===== src/rtl/opl3_pkg.sv =====
// Shared constants and types for the OPL3 audio path.
//   DAC_OUTPUT_WIDTH : single sample-width constant used by the DAC/I2S blocks
//   i2s_rx_state_t   : framing states of the I2S receiver (HUNT, LEFT, RIGHT)
package opl3_pkg;

    localparam int DAC_OUTPUT_WIDTH = 16;

    typedef enum logic [1:0] {
        HUNT  = 2'd0,
        LEFT  = 2'd1,
        RIGHT = 2'd2
    } i2s_rx_state_t;

endpackage


===== src/rtl/synchronizer.sv =====
// Multi-stage flip-flop synchronizer for a single asynchronous bit.
// Ports:
//   clk     : destination clock
//   reset_n : asynchronous active-low reset, clears every stage to 0
//   d       : asynchronous input
//   q       : synchronized output (STAGES clk cycles of latency)
// STAGES must be at least 2.
module synchronizer #(
    parameter int STAGES = 2
) (
    input  logic clk,
    input  logic reset_n,
    input  logic d,
    output logic q
);

    logic [STAGES-1:0] sync_r;

    // Shift the input through the synchronizer chain.
    always_ff @(posedge clk or negedge reset_n) begin
        if (!reset_n) begin
            sync_r <= {STAGES{1'b0}};
        end else begin
            sync_r <= {sync_r[STAGES-2:0], d};
        end
    end

    assign q = sync_r[STAGES-1];

endmodule


===== src/rtl/i2s_rx.sv =====
// I2S receiver: samples an external I2S stream in the clk domain and
// delivers each stereo frame as a left/right pair with a one-cycle strobe.
// Ports:
//   clk, reset_n    : system clock, asynchronous active-low reset
//   i2s_sclk        : external bit clock (asynchronous)
//   i2s_ws          : word select, 0 = left, 1 = right (asynchronous)
//   i2s_sd          : serial data, MSB first (asynchronous)
//   left_channel    : last complete left sample
//   right_channel   : last complete right sample
//   sample_valid    : one-cycle pulse, channel outputs updated in that cycle
//   frame_error     : one-cycle pulse, a slot shorter than SAMPLE_WIDTH ended
import opl3_pkg::*;

module i2s_rx #(
    parameter int SAMPLE_WIDTH   = DAC_OUTPUT_WIDTH,
    parameter int SLOT_CNT_WIDTH = 6
) (
    input  logic                    clk,
    input  logic                    reset_n,
    input  logic                    i2s_sclk,
    input  logic                    i2s_ws,
    input  logic                    i2s_sd,
    output logic [SAMPLE_WIDTH-1:0] left_channel,
    output logic [SAMPLE_WIDTH-1:0] right_channel,
    output logic                    sample_valid,
    output logic                    frame_error
);

    // One extra bit so bit_cnt+1 never wraps when the counter is saturated.
    localparam int                      CW      = SLOT_CNT_WIDTH + 1;
    localparam logic [CW-1:0]           SW_EXT  = CW'(SAMPLE_WIDTH);
    localparam logic [CW-1:0]           EXT_ONE = CW'(1);
    localparam logic [SLOT_CNT_WIDTH-1:0] CNT_MAX = {SLOT_CNT_WIDTH{1'b1}};
    localparam logic [SLOT_CNT_WIDTH-1:0] CNT_ONE = SLOT_CNT_WIDTH'(1);

    // Move a short word (n bits in the LSBs) to the MSBs, zero-filling below.
    function automatic logic [SAMPLE_WIDTH-1:0] left_justify(
        input logic [SAMPLE_WIDTH-1:0] w,
        input logic [CW-1:0]           n
    );
        return w << (SW_EXT - n);
    endfunction

    logic sclk_s, ws_s, sd_s;

    synchronizer #(.STAGES(2)) u_sync_sclk (.clk(clk), .reset_n(reset_n), .d(i2s_sclk), .q(sclk_s));
    synchronizer #(.STAGES(2)) u_sync_ws   (.clk(clk), .reset_n(reset_n), .d(i2s_ws),   .q(ws_s));
    synchronizer #(.STAGES(2)) u_sync_sd   (.clk(clk), .reset_n(reset_n), .d(i2s_sd),   .q(sd_s));

    logic                      sclk_prev_r, bit_event_r, ws_bit_r, sd_bit_r;
    i2s_rx_state_t             state_r, state_nxt_s;
    logic                      ws_q_r, ws_q_nxt_s;
    logic [SLOT_CNT_WIDTH-1:0] bit_cnt_r, bit_cnt_nxt_s;
    logic [SAMPLE_WIDTH-1:0]   shift_r, shift_nxt_s;
    logic [SAMPLE_WIDTH-1:0]   left_hold_r, left_hold_nxt_s;
    logic                      left_full_r, left_full_nxt_s;
    logic [SAMPLE_WIDTH-1:0]   left_nxt_s, right_nxt_s;
    logic                      valid_nxt_s, ferr_nxt_s;
    logic [SAMPLE_WIDTH-1:0]   shifted_s, word_s;
    logic [CW-1:0]             cnt_inc_s;
    logic                      short_s;

    // Rising-edge detect on sclk; ws/sd are re-registered to line up with the event.
    always_ff @(posedge clk or negedge reset_n) begin
        if (!reset_n) begin
            sclk_prev_r <= 1'b0;
            bit_event_r <= 1'b0;
            ws_bit_r    <= 1'b0;
            sd_bit_r    <= 1'b0;
        end else begin
            sclk_prev_r <= sclk_s;
            bit_event_r <= sclk_s & ~sclk_prev_r;
            ws_bit_r    <= ws_s;
            sd_bit_r    <= sd_s;
        end
    end

    // Framing state, slot capture registers and registered outputs.
    always_ff @(posedge clk or negedge reset_n) begin
        if (!reset_n) begin
            state_r       <= HUNT;
            ws_q_r        <= 1'b0;
            bit_cnt_r     <= {SLOT_CNT_WIDTH{1'b0}};
            shift_r       <= {SAMPLE_WIDTH{1'b0}};
            left_hold_r   <= {SAMPLE_WIDTH{1'b0}};
            left_full_r   <= 1'b0;
            left_channel  <= {SAMPLE_WIDTH{1'b0}};
            right_channel <= {SAMPLE_WIDTH{1'b0}};
            sample_valid  <= 1'b0;
            frame_error   <= 1'b0;
        end else begin
            state_r       <= state_nxt_s;
            ws_q_r        <= ws_q_nxt_s;
            bit_cnt_r     <= bit_cnt_nxt_s;
            shift_r       <= shift_nxt_s;
            left_hold_r   <= left_hold_nxt_s;
            left_full_r   <= left_full_nxt_s;
            left_channel  <= left_nxt_s;
            right_channel <= right_nxt_s;
            sample_valid  <= valid_nxt_s;
            frame_error   <= ferr_nxt_s;
        end
    end

    // Per-bit shifting, slot-end word assembly and state transitions.
    always_comb begin
        state_nxt_s     = state_r;
        ws_q_nxt_s      = ws_q_r;
        bit_cnt_nxt_s   = bit_cnt_r;
        shift_nxt_s     = shift_r;
        left_hold_nxt_s = left_hold_r;
        left_full_nxt_s = left_full_r;
        left_nxt_s      = left_channel;
        right_nxt_s     = right_channel;
        valid_nxt_s     = 1'b0;
        ferr_nxt_s      = 1'b0;

        // Bits beyond SAMPLE_WIDTH are dropped but still counted.
        if ({1'b0, bit_cnt_r} < SW_EXT) begin
            shifted_s = {shift_r[SAMPLE_WIDTH-2:0], sd_bit_r};
        end else begin
            shifted_s = shift_r;
        end

        cnt_inc_s = {1'b0, bit_cnt_r} + EXT_ONE;
        short_s   = (cnt_inc_s < SW_EXT);
        if (short_s) begin
            word_s = left_justify(shifted_s, cnt_inc_s);
        end else begin
            word_s = shifted_s;
        end

        if (bit_event_r) begin
            ws_q_nxt_s = ws_bit_r;
            if (ws_bit_r != ws_q_r) begin
                // The bit just sampled is the LSB of the slot that ends here.
                bit_cnt_nxt_s = {SLOT_CNT_WIDTH{1'b0}};
                shift_nxt_s   = {SAMPLE_WIDTH{1'b0}};
                case (state_r)
                    HUNT: begin
                        if (ws_bit_r) begin
                            state_nxt_s = RIGHT;
                        end else begin
                            state_nxt_s = LEFT;
                        end
                    end
                    LEFT: begin
                        left_hold_nxt_s = word_s;
                        left_full_nxt_s = 1'b1;
                        ferr_nxt_s      = short_s;
                        state_nxt_s     = RIGHT;
                    end
                    RIGHT: begin
                        // A right slot with no stored left half is dropped silently.
                        if (left_full_r) begin
                            left_nxt_s      = left_hold_r;
                            right_nxt_s     = word_s;
                            valid_nxt_s     = 1'b1;
                            ferr_nxt_s      = short_s;
                            left_full_nxt_s = 1'b0;
                        end else begin
                            valid_nxt_s = 1'b0;
                        end
                        state_nxt_s = LEFT;
                    end
                    default: begin
                        state_nxt_s = HUNT;
                    end
                endcase
            end else begin
                shift_nxt_s = shifted_s;
                if (bit_cnt_r != CNT_MAX) begin
                    bit_cnt_nxt_s = bit_cnt_r + CNT_ONE;
                end else begin
                    bit_cnt_nxt_s = bit_cnt_r;
                end
            end
        end else begin
            ws_q_nxt_s = ws_q_r;
        end
    end

endmodule


===== config.mk =====
export PLATFORM = sky130hd
export DESIGN_NAME = i2s_rx
export DESIGN_NICKNAME = d
export VERILOG_FILES = /design/src/rtl/opl3_pkg.sv /design/src/rtl/synchronizer.sv /design/src/rtl/i2s_rx.sv
export SDC_FILE = /design/constraint.sdc
export NUM_CORES = 1
export LEC_CHECK = 0
export CORE_MARGIN = 10
export CORE_UTILIZATION = 35
export DETAILED_ROUTE_END_ITERATION = 7
export GPL_ROUTABILITY_DRIVEN = 0
export MAX_ROUTING_LAYER = met4
export PLACE_DENSITY = 0.56
export SLEW_MARGIN = 20
export SYNTH_ARGS = -nofsm -noshare
export SYNTH_HDL_FRONTEND = slang
export SYNTH_HIERARCHICAL = 1
export SYNTH_SLANG_ARGS = --single-unit
export TNS_END_PERCENT = 20

===== constraint.sdc =====
create_clock -name clk -period 4.8 [get_ports clk]
set_input_delay 0.96 -clock clk [delete_from_list [all_inputs] [get_ports clk]]
set_output_delay 0.96 -clock clk [all_outputs]
set_load 0.005 [all_outputs]

Yosys cells after proc, flatten, opt, wreduce, memory -nomap -nowiden
Cells that the tools add are included.
{"block": "classes", "addsub": 3, "n_mul": 0, "n_div": 0, "magnitude_cmp": 2, "n_eq_ne": 4, "shift": 1, "muxes": 16, "n_bitwise": 2, "reduce_logical": 8}
{"cell": "16-bit 2-to-1 mux", "n": 3}
{"cell": "16-bit by 7-bit << shifter with 16-bit output", "n": 1}
{"cell": "6-bit 2-to-1 mux", "n": 2}
{"cell": "6-bit by 1-bit adder with 7-bit output, second input constant", "n": 1}
{"cell": "7-bit by 5-bit less-than comparator with 1-bit output, second input constant", "n": 1}
{"cell": "1-bit 2-to-1 mux", "n": 7}
{"cell": "5-bit by 7-bit subtractor with 7-bit output, first input constant", "n": 1}
{"cell": "6-bit by 1-bit adder with 6-bit output, second input constant", "n": 1}
{"cell": "6-bit by 5-bit less-than comparator with 1-bit output, second input constant", "n": 1}
{"cell": "6-bit inequality test, second input constant", "n": 1}
{"cell": "2-bit case mux with 3 select lines", "n": 1}
{"cell": "3-bit AND reduction", "n": 2}
{"cell": "1-bit case mux with 2 select lines", "n": 2}
{"cell": "2-bit AND reduction", "n": 2}
{"cell": "4-bit AND reduction", "n": 1}
{"cell": "2-bit nonzero test", "n": 2}
{"cell": "2-bit by 1-bit equality test with 1-bit output, second input constant", "n": 1}
{"cell": "2-bit equality test, second input constant", "n": 1}
{"cell": "2-bit logical NOT", "n": 1}
{"cell": "2-bit 2-to-1 mux", "n": 1}
{"cell": "1-bit AND", "n": 1}
{"cell": "1-bit inequality test", "n": 1}
{"cell": "1-bit NOT", "n": 1}
{"block": "word_totals", "regBits": 86, "latch_bits": 0, "ram_bits": 0, "mem_bits_ro": 0, "in_bits": 5, "output_inout_bits": 34, "word_cells": 53, "mem_count": 0}

Depth between registers and ports, before layout
Gate-level depths: netlist of the first run.
{"block": "logic_depth", "depth_word": 6, "ltp_mapped": 9}

Hierarchy
Netlist of the first run, hierarchy kept.
{"module": "i2s_rx", "instances": 1, "cells_per_inst": 443, "area_per_inst_um2": 4670.7}
{"module": "synchronizer", "instances": 3, "cells_per_inst": 2, "area_per_inst_um2": 50.0}

Worst setup path after synthesis of the first run
No wires, ideal clock.
{"block": "synth_timing", "path_type": "register -> register", "start": "register bit_cnt_r[0]", "end": "register left_hold_r[10]", "setup_time_ns": 0.125, "arrival_time_ns": 2.464, "required_ns": 4.675, "path_slack_ns": 2.212, "path_stages_with_launch": 9, "n_path_buf": 2, "cell_sequence": "dfrtp_1 ha_1 buf_2 buf_2 mux4_1 mux4_2 a32oi_1 o31ai_1 mux2_2"}
{"block": "synth_via", "elab_chain_len": 4, "elab_cells_between_ends": 7, "cone_classes": "2 x add/sub; 2 x order compare; 1 x shift; 2 x mux"}
{"item": "start: declaration", "line_no": "i2s_rx.sv:53", "source": "logic [SLOT_CNT_WIDTH-1:0] bit_cnt_r, bit_cnt_nxt_s;"}
{"item": "start signal: assignment", "line_no": "i2s_rx.sv:83", "source": "bit_cnt_r <= {SLOT_CNT_WIDTH{1'b0}};"}
{"item": "start signal: assignment", "line_no": "i2s_rx.sv:94", "source": "bit_cnt_r <= bit_cnt_nxt_s;"}
{"item": "6-bit by 1-bit adder with 7-bit output or 6-bit by 5-bit less-than comparator with 1-bit output (tied branches)", "line_no": "i2s_rx.sv:125, i2s_rx.sv:119"}
{"item": "5-bit by 7-bit subtractor with 7-bit output or 16-bit 2-to-1 mux (tied branches)", "line_no": "i2s_rx.sv:41, i2s_rx.sv:119"}
{"item": "16-bit by 7-bit << shifter with 16-bit output", "line_no": "i2s_rx.sv:41", "source": "return w << (SW_EXT - n);"}
{"item": "16-bit 2-to-1 mux (*)", "line_no": "i2s_rx.sv:127", "source": "if (short_s) begin"}
{"item": "end signal: assignment", "line_no": "i2s_rx.sv:85", "source": "left_hold_r <= {SAMPLE_WIDTH{1'b0}};"}
{"item": "end signal: assignment", "line_no": "i2s_rx.sv:96", "source": "left_hold_r <= left_hold_nxt_s;"}
{"item": "end: declaration", "line_no": "i2s_rx.sv:55", "source": "logic [SAMPLE_WIDTH-1:0] left_hold_r, left_hold_nxt_s;"}
Every way passes the cells marked *; elsewhere a longest branch is shown, timed or not.
A chain may end at the register's enable or synchronous reset.

Worst setup path in the final report of the first run
{"block": "layout_timing", "start": "register bit_cnt_r[1]", "end": "register left_hold_r[10]"}
The elaborated chain is that of the path after synthesis.

==> results of run 1 <==
==> power breakdown <==
part           leakage (nW)  total (mW)  switching (mW)  internal, mW
registers              1.15       0.903          0.0894         0.813
clock network         0.137       0.687           0.324         0.363
logic                  1.19       0.562           0.308         0.254
==> per-layer routing <==
metal,vias up,GRT usage
li1,1712,-
met1,1804,0.175
met2,128,0.192
met3,19,0.0295
met4,0,0.0515
met5,-,-
==> sequential cells by signal, indices dropped and copies added, names as in the netlist, 2 cells and up <==
| name | cells |
|---|---|
| left_channel | 16 |
| left_hold_r | 16 |
| right_channel | 16 |
| shift_r | 16 |
| bit_cnt_r | 6 |
| state_r | 2 |
| u_sync_sclk/sync_r | 2 |
| u_sync_sd/sync_r | 2 |
| u_sync_ws/sync_r | 2 |
==> synthesized netlist by cell type (2+ instances only) <==
master | n | area share
o31ai_1 | 7 | 0.011
dfrtp_1 | 86 | 0.45
a21oi_1 | 19 | 0.020
o221ai_1 | 4 | 0.0073
and4_1 | 4 | 0.0073
nor3_1 | 6 | 0.0062
mux2_1 | 4 | 0.0093
o21ai_1 | 12 | 0.012
nand3_1 | 6 | 0.0062
nand2_1 | 81 | 0.063
nand2b_1 | 3 | 0.0039
nor2b_1 | 3 | 0.0039
inv_2 | 2 | 0.0016
a32oi_1 | 2 | 0.0036
nor4bb_1 | 2 | 0.0042
a211o_1 | 2 | 0.0036
o22a_1 | 2 | 0.0036
mux2i_1 | 25 | 0.052
buf_4 | 3 | 0.0047
nor2_1 | 19 | 0.015
mux4_1 | 2 | 0.011
a31oi_1 | 3 | 0.0039
mux2_2 | 19 | 0.044
a22o_1 | 7 | 0.013
o32a_1 | 3 | 0.0062
ha_1 | 4 | 0.010
buf_2 | 8 | 0.0083
clkbuf_1 | 23 | 0.018
o2bb2ai_1 | 11 | 0.020
inv_1 | 6 | 0.0047
o21a_1 | 2 | 0.0031
xor2_1 | 2 | 0.0036
and3_1 | 4 | 0.0052
o21ai_0 | 9 | 0.0093
mux4_2 | 21 | 0.098
or3_1 | 2 | 0.0026
nor4_1 | 3 | 0.0039
==> cell type report <==
class | count | share of cell area
Sequential cell | 86 | 0.385
Timing Repair Buffer | 43 | 0.0743
Inverter | 9 | 0.00604
Clock inverter | 7 | 0.0123
Multi-Input combinational cell | 318 | 0.443
Tap cell | 176 | 0.0394
Clock buffer | 9 | 0.0403
==> worst min path at each step <==
stage | start | to | cells past startpoint
2_1_floorplan | u_sync_sd/sync_r[1] | sd_bit_r | 0
3_3_place_gp | u_sync_sd/sync_r[1] | sd_bit_r | 0
3_5_place_dp | u_sync_ws/sync_r[1] | ws_bit_r | 0
4_1_cts | u_sync_ws/sync_r[1] | ws_bit_r | 0
5_1_grt | u_sync_ws/sync_r[1] | ws_bit_r | 0
6_report | u_sync_ws/sync_r[1] | ws_bit_r | 0
==> cell usage in the layout (no fill, tap or decap), types with 6 or more instances in the layout <==
master and count:
nand2_1 81, a22o_1 7, nor3_1 6, a21oi_1 19, nand3_1 6, clkdlybuf4s50_1 37
mux2i_1 25, inv_1 6, nor2_1 19, o2bb2ai_1 11, o21ai_0 9, clkbuf_16 9
dfrtp_1 86, buf_4 6, mux4_2 21, o21ai_1 12, o31ai_1 7, mux2_2 19
==> cell families after synthesis <==
| group | count (synthesis) | synth area share |
|---|---|---|
| buffers and inverters | 45 | 0.0413 |
| and+or+nand+nor | 138 | 0.129 |
| adders and majority gates | 4 | 0.0104 |
| xor gates and xnor gates | 3 | 0.00545 |
| muxes | 72 | 0.218 |
| AOI/OAI and AO/OA | 101 | 0.150 |
| DFF | 86 | 0.446 |
==> critical path, stage by stage, from the launching register on <==
cell and delay, ps:
dfrtp_1 480, ha_1 940, inv_2 340, mux4_2 390
mux4_2 480, a32oi_1 220, o31ai_1 120, mux2_2 280
==> per-stage QoR <==
| stage | instance area [µm²] | power (mW) | hold WS, ps | setup WS, ps | instances |
|---|---|---|---|---|---|
| final | 5590 | 2.15 | 349 | 1430 | 648 |
| after global routing | 5590 | 2.28 | 356 | 1230 | 648 |
| after CTS | 5590 | 2.17 | 350 | 1470 | 648 |
| after detailed placement | 5300 | 1.48 | 335 | 1480 | 632 |
| after global placement | 5300 | 1.47 | 335 | 1510 | 632 |
| after floorplan | 4820 | 1.28 | 331 | 2210 | 449 |
==> summary.txt, run 1 <==
Status
  • Status: completed

Routing
  • Routed Antenna Nets: 0
  • Met2 wire length: 5400 µm
  • Metal3 WL: 747 µm
  • Vias: approximately 3.7k
  • Router iterations before antenna repair: 5
  • Wire per inst: 18.0 µm
  • Drt total wl: 11700 µm
  • Max layer used: met4
  • Via density per instance: ~5.7
  • DRT iter0 DRCs: between 400 and 500
  • Wire length on met1: 5360 µm
  • DRC viols: 0

Worst setup path
  • WP data arrival: 3610 ps
  • R2r setup slk: 1430 ps
  • Setup crit end: left_hold_r[10]
  • RR Endpoint: left_hold_r[10]
  • Crit start category: flip-flop
  • Worst Path Max Fanout: 23
  • Data required, critical path: 5040 ps
  • Reg2Reg Depth: 7
  • CP startpoint: bit_cnt_r[1]
  • Critical path class: reg -> reg
  • Worst r2r src: bit_cnt_r[1]
  • Crit. End Element: flip-flop

STA
  • Final period utilization: 0.703
  • Final setup fails: 0
  • Slew HR: 0.338
  • Tmin final: 3370 ps
  • FMAX: 296 MHz
  • Worst-margin pin slew: 990 ps
  • Hold Vio Cnt, Final: 0
  • Max Clock Skew: between 9 and 10 ps
  • Setup TNS: 0 ps
  • Slew Viols, Final: 0
  • Unrepaired setup endpoints after global routing: no

Clock tree
  • CTS root buffer: clkbuf_16
  • Clock transition at path regs: ~70 ps
  • CTS tree: done
  • Htree depth: 3
  • Skew-Pair Late Insertion Delay: between 300 and 400 ps
  • Setup bufs post-CTS: 0
  • Post-CTS sizing: 0
  • Clk buf depth: 2
  • CTS buffer count: 9
  • Clk sinks: 86
  • CTS Hold Buffers Added: 0

Worst hold path
  • Hold crit path type: reg -> reg

Synthesis
  • Synth Net Count: 458
  • Cell area after synthesis: about 4800 µm²
  • Post-synth ARST share: 1.00
  • Seq/Total Area, Yosys: 0.446
  • Post-synth EDFFs: 0
  • Gate Count Post-Synth: ~450
  • Syn avg cell area: 10.7 µm²
  • Yosys Warn Count: 6
  • Main flop type after synthesis: dfrtp_1
  • Flops & latches, synth: 86
  • Count of cell types in the netlist: 65

Placed design
  • Port bufs: 38
  • Dpl hpwl: ~8200 µm

Finish
  • Number of inserted diodes: 0
  • Multi-input logic area: 2470 µm²
  • P&R area growth vs syn: 16.0%
  • Layout cells sized above 1: 0.142
  • Final Util: 0.419
  • Register cell area after layout: ~2200 µm²
  • Final nets: 476
  • Fill cells: 1294

GRT
  • Largest net degree at the start of global routing: 62
  • Grt ovf: 0
  • Total GRT Usage: 0.132
  • Initial antenna violation count: 0
  • Vias in the first global route: 3501
  • First-pass GRT wire length: ~19000 µm

Floorplanning
  • Die Wd: 137 µm
  • Site row count: 42
  • Number of I/O pins: 39
  • Starting density of the core: 0.361
  • Die area: 18900 µm²
  • Die Span Y: 137 µm
  • Core area: 13300 µm²

Power
  • Pwr dens: 385 nW/µm²
  • Leakage: 2.48 nW
  • Max rail drop VDD: roughly 0.18 mV

Run
  • Max-cap violations: 0
(Power assumes the default switching activity.)
==> inputs of run 2 (changes only) <==
==> constraint.sdc (replaced) <==
create_clock -name clk -period 3.4 [get_ports clk]
set_input_delay 0.68 -clock clk [delete_from_list [all_inputs] [get_ports clk]]
set_output_delay 0.68 -clock clk [all_outputs]
set_load 0.005 [all_outputs]
==> run 2 against run 1 <==
Effect of this change: register-to-register slack worse by 1000 ps; maximum frequency is 13% higher; non-clock buffer count is 15 higher; utilization is 1.0 points higher; final cell count is 2.2% higher; first-iteration DRC count is 30% higher; die area stayed put; combinational power is 49% higher; global-route usage is 0.36 points higher; hold slack worse by 0.78 ps.
==> summary.txt, run 2 (synthesis results as in run 1) <==
Worst setup path
  • Crit start category: flip-flop
  • Worst Path Max Fanout: 15
  • WP data arrival: 3220 ps
  • Critical path class: reg -> reg
  • Crit. End Element: flip-flop
  • Data required, critical path: 3640 ps

Worst hold path
  • Hold crit path type: reg -> reg

GRT
  • Vias in the first global route: 3588
  • Initial antenna violation count: 0
  • Largest net degree at the start of global routing: between 50 and 60
  • Total GRT Usage: 0.135
  • First-pass GRT wire length: slightly below 20000 µm
  • Grt ovf: 0

Clock tree
  • Htree depth: 3
  • CTS root buffer: clkbuf_16
  • Skew-Pair Late Insertion Delay: 360 ps
  • Clock transition at path regs: roughly 60 ps
  • CTS buffer count: 9
  • CTS tree: done
  • Clk buf depth: 2
  • Clk sinks: 86
  • Setup bufs post-CTS: 0
  • CTS Hold Buffers Added: 0
  • Post-CTS sizing: 0

STA
  • Tmin final: 2980 ps
  • Max Clock Skew: 13.2 ps
  • FMAX: about 340 MHz
  • Final setup fails: 0
  • Slew Viols, Final: 0
  • Final setup margin: 424 ps
  • Setup TNS: 0 ps
  • Hold Vio Cnt, Final: 0
  • Slew HR: 0.549
  • Final period utilization: 0.875
  • Unrepaired setup endpoints after global routing: no
  • Worst-margin pin slew: 676 ps

Floorplanning
  • Die area: 18900 µm²
  • Number of I/O pins: 39
  • Site row count: 42
  • Die Wd: roughly 140 µm
  • Core area: 13300 µm²
  • Starting density of the core: 0.361
  • Die Span Y: 137 µm

Power
  • Pwr dens: between 500 and 600 nW/µm²
  • Leakage: roughly 2.6 nW
  • PnR Total Power: 3.17 mW
  • Max rail drop VDD: 0.229 mV

Placed design
  • Setup WS pre-CTS: 476 ps
  • Port bufs: 38
  • Dpl hpwl: 8770 µm

Routing
  • Drt total wl: 12000 µm
  • Routed Antenna Nets: 0
  • Via density per instance: roughly 5.7
  • Vias: 3750
  • Wire per inst: 18.1 µm
  • Router iterations before antenna repair: 5
  • DRC viols: 0
  • DRT iter0 DRCs: between 500 and 600

Finish
  • Number of inserted diodes: 0
  • Layout cells sized above 1: 0.167
  • Commonest non-fill, non-tap cell in the layout: dfrtp_1
  • P&R area growth vs syn: 18.8%
  • Final nets: slightly below 500
  • Most frequent cells in the layout: 86 x dfrtp_1, 81 x nand2_1, 37 x clkdlybuf4s50_1

Status
  • Status: completed

Run
  • Max-cap violations: 0
==> run 2: power by group <==
part	internal (mW)	switching, mW	total (mW)	leakage, nW
registers	1.15	0.109	1.26	1.15
clock network	0.647	0.426	1.07	0.150
logic	0.375	0.461	0.836	1.26
total	2.17	0.996	3.17	2.56
==> run 2: cell type report <==
cell class	count	area, µm²
fill	1294	7620
multi-input combinational	318	2470
sequential	86	2150
timing repair buffer	58	528
clock buffer	9	225
tap	176	220
clock inverter	6	95.1
inverter	9	33.8
==> run 2: layer usage <==
metal / vias up / wire [µm] / global-route usage
met5: - / 0 / -
met3: 12 / 802 / 0.0277
li1: 1736 / - / -
met4: 0 / 200 / 0.0580
met1: 1873 / 5370 / 0.180
met2: 129 / 5600 / 0.197
==> run 2: path summary, 6_finish.rpt <==
check | startpoint | end | cells after the start | slack (ps)
max in group asynchronous | reset_n | bit_cnt_r[1] | 2 | 2330
hold reg to reg | u_sync_ws/sync_r[1] | ws_bit_r | 0 | 350
hold / removal | u_sync_ws/sync_r[1] | ws_bit_r | 0 | 350
min in group asynchronous | reset_n | u_sync_sd/sync_r[0] | 1 | 370
setup reg to reg | bit_cnt_r[4] | right_channel[15] | 7 | 420
setup / recovery | bit_cnt_r[4] | right_channel[15] | 7 | 420
==> run 2: worst max-delay path: stages (launching register included) <==
cell      delay (ps)
dfrtp_1          530
nor2_4           460
buf_4            300
mux2_1           400
a222oi_1         490
mux2_1           230
o221ai_1         170
mux2_2           300
==> run 2: per-stage QoR <==
step           instance area [µm²]  hold WS [ps]  utilization  std cells
4_1_cts                       5730           351        0.429        662
2_1_floorplan                 4820           331            -        449
5_1_grt                       5730           364        0.429        662
3_5_place_dp                  5410           337        0.405        647
3_3_place_gp                  5410           333        0.405        647
6_report                      5730           348        0.429        662
==> inputs of run 3 (changes only) <==
--- a/config.mk
+++ b/config.mk
@@ -16,4 +16,4 @@
 export SYNTH_HDL_FRONTEND = slang
 export SYNTH_HIERARCHICAL = 1
 export SYNTH_SLANG_ARGS = --single-unit
-export TNS_END_PERCENT = 20
+export TNS_END_PERCENT = 50
==> results of run 3 <==
The final DEF is identical to that of run 2; final timing and power are the same.
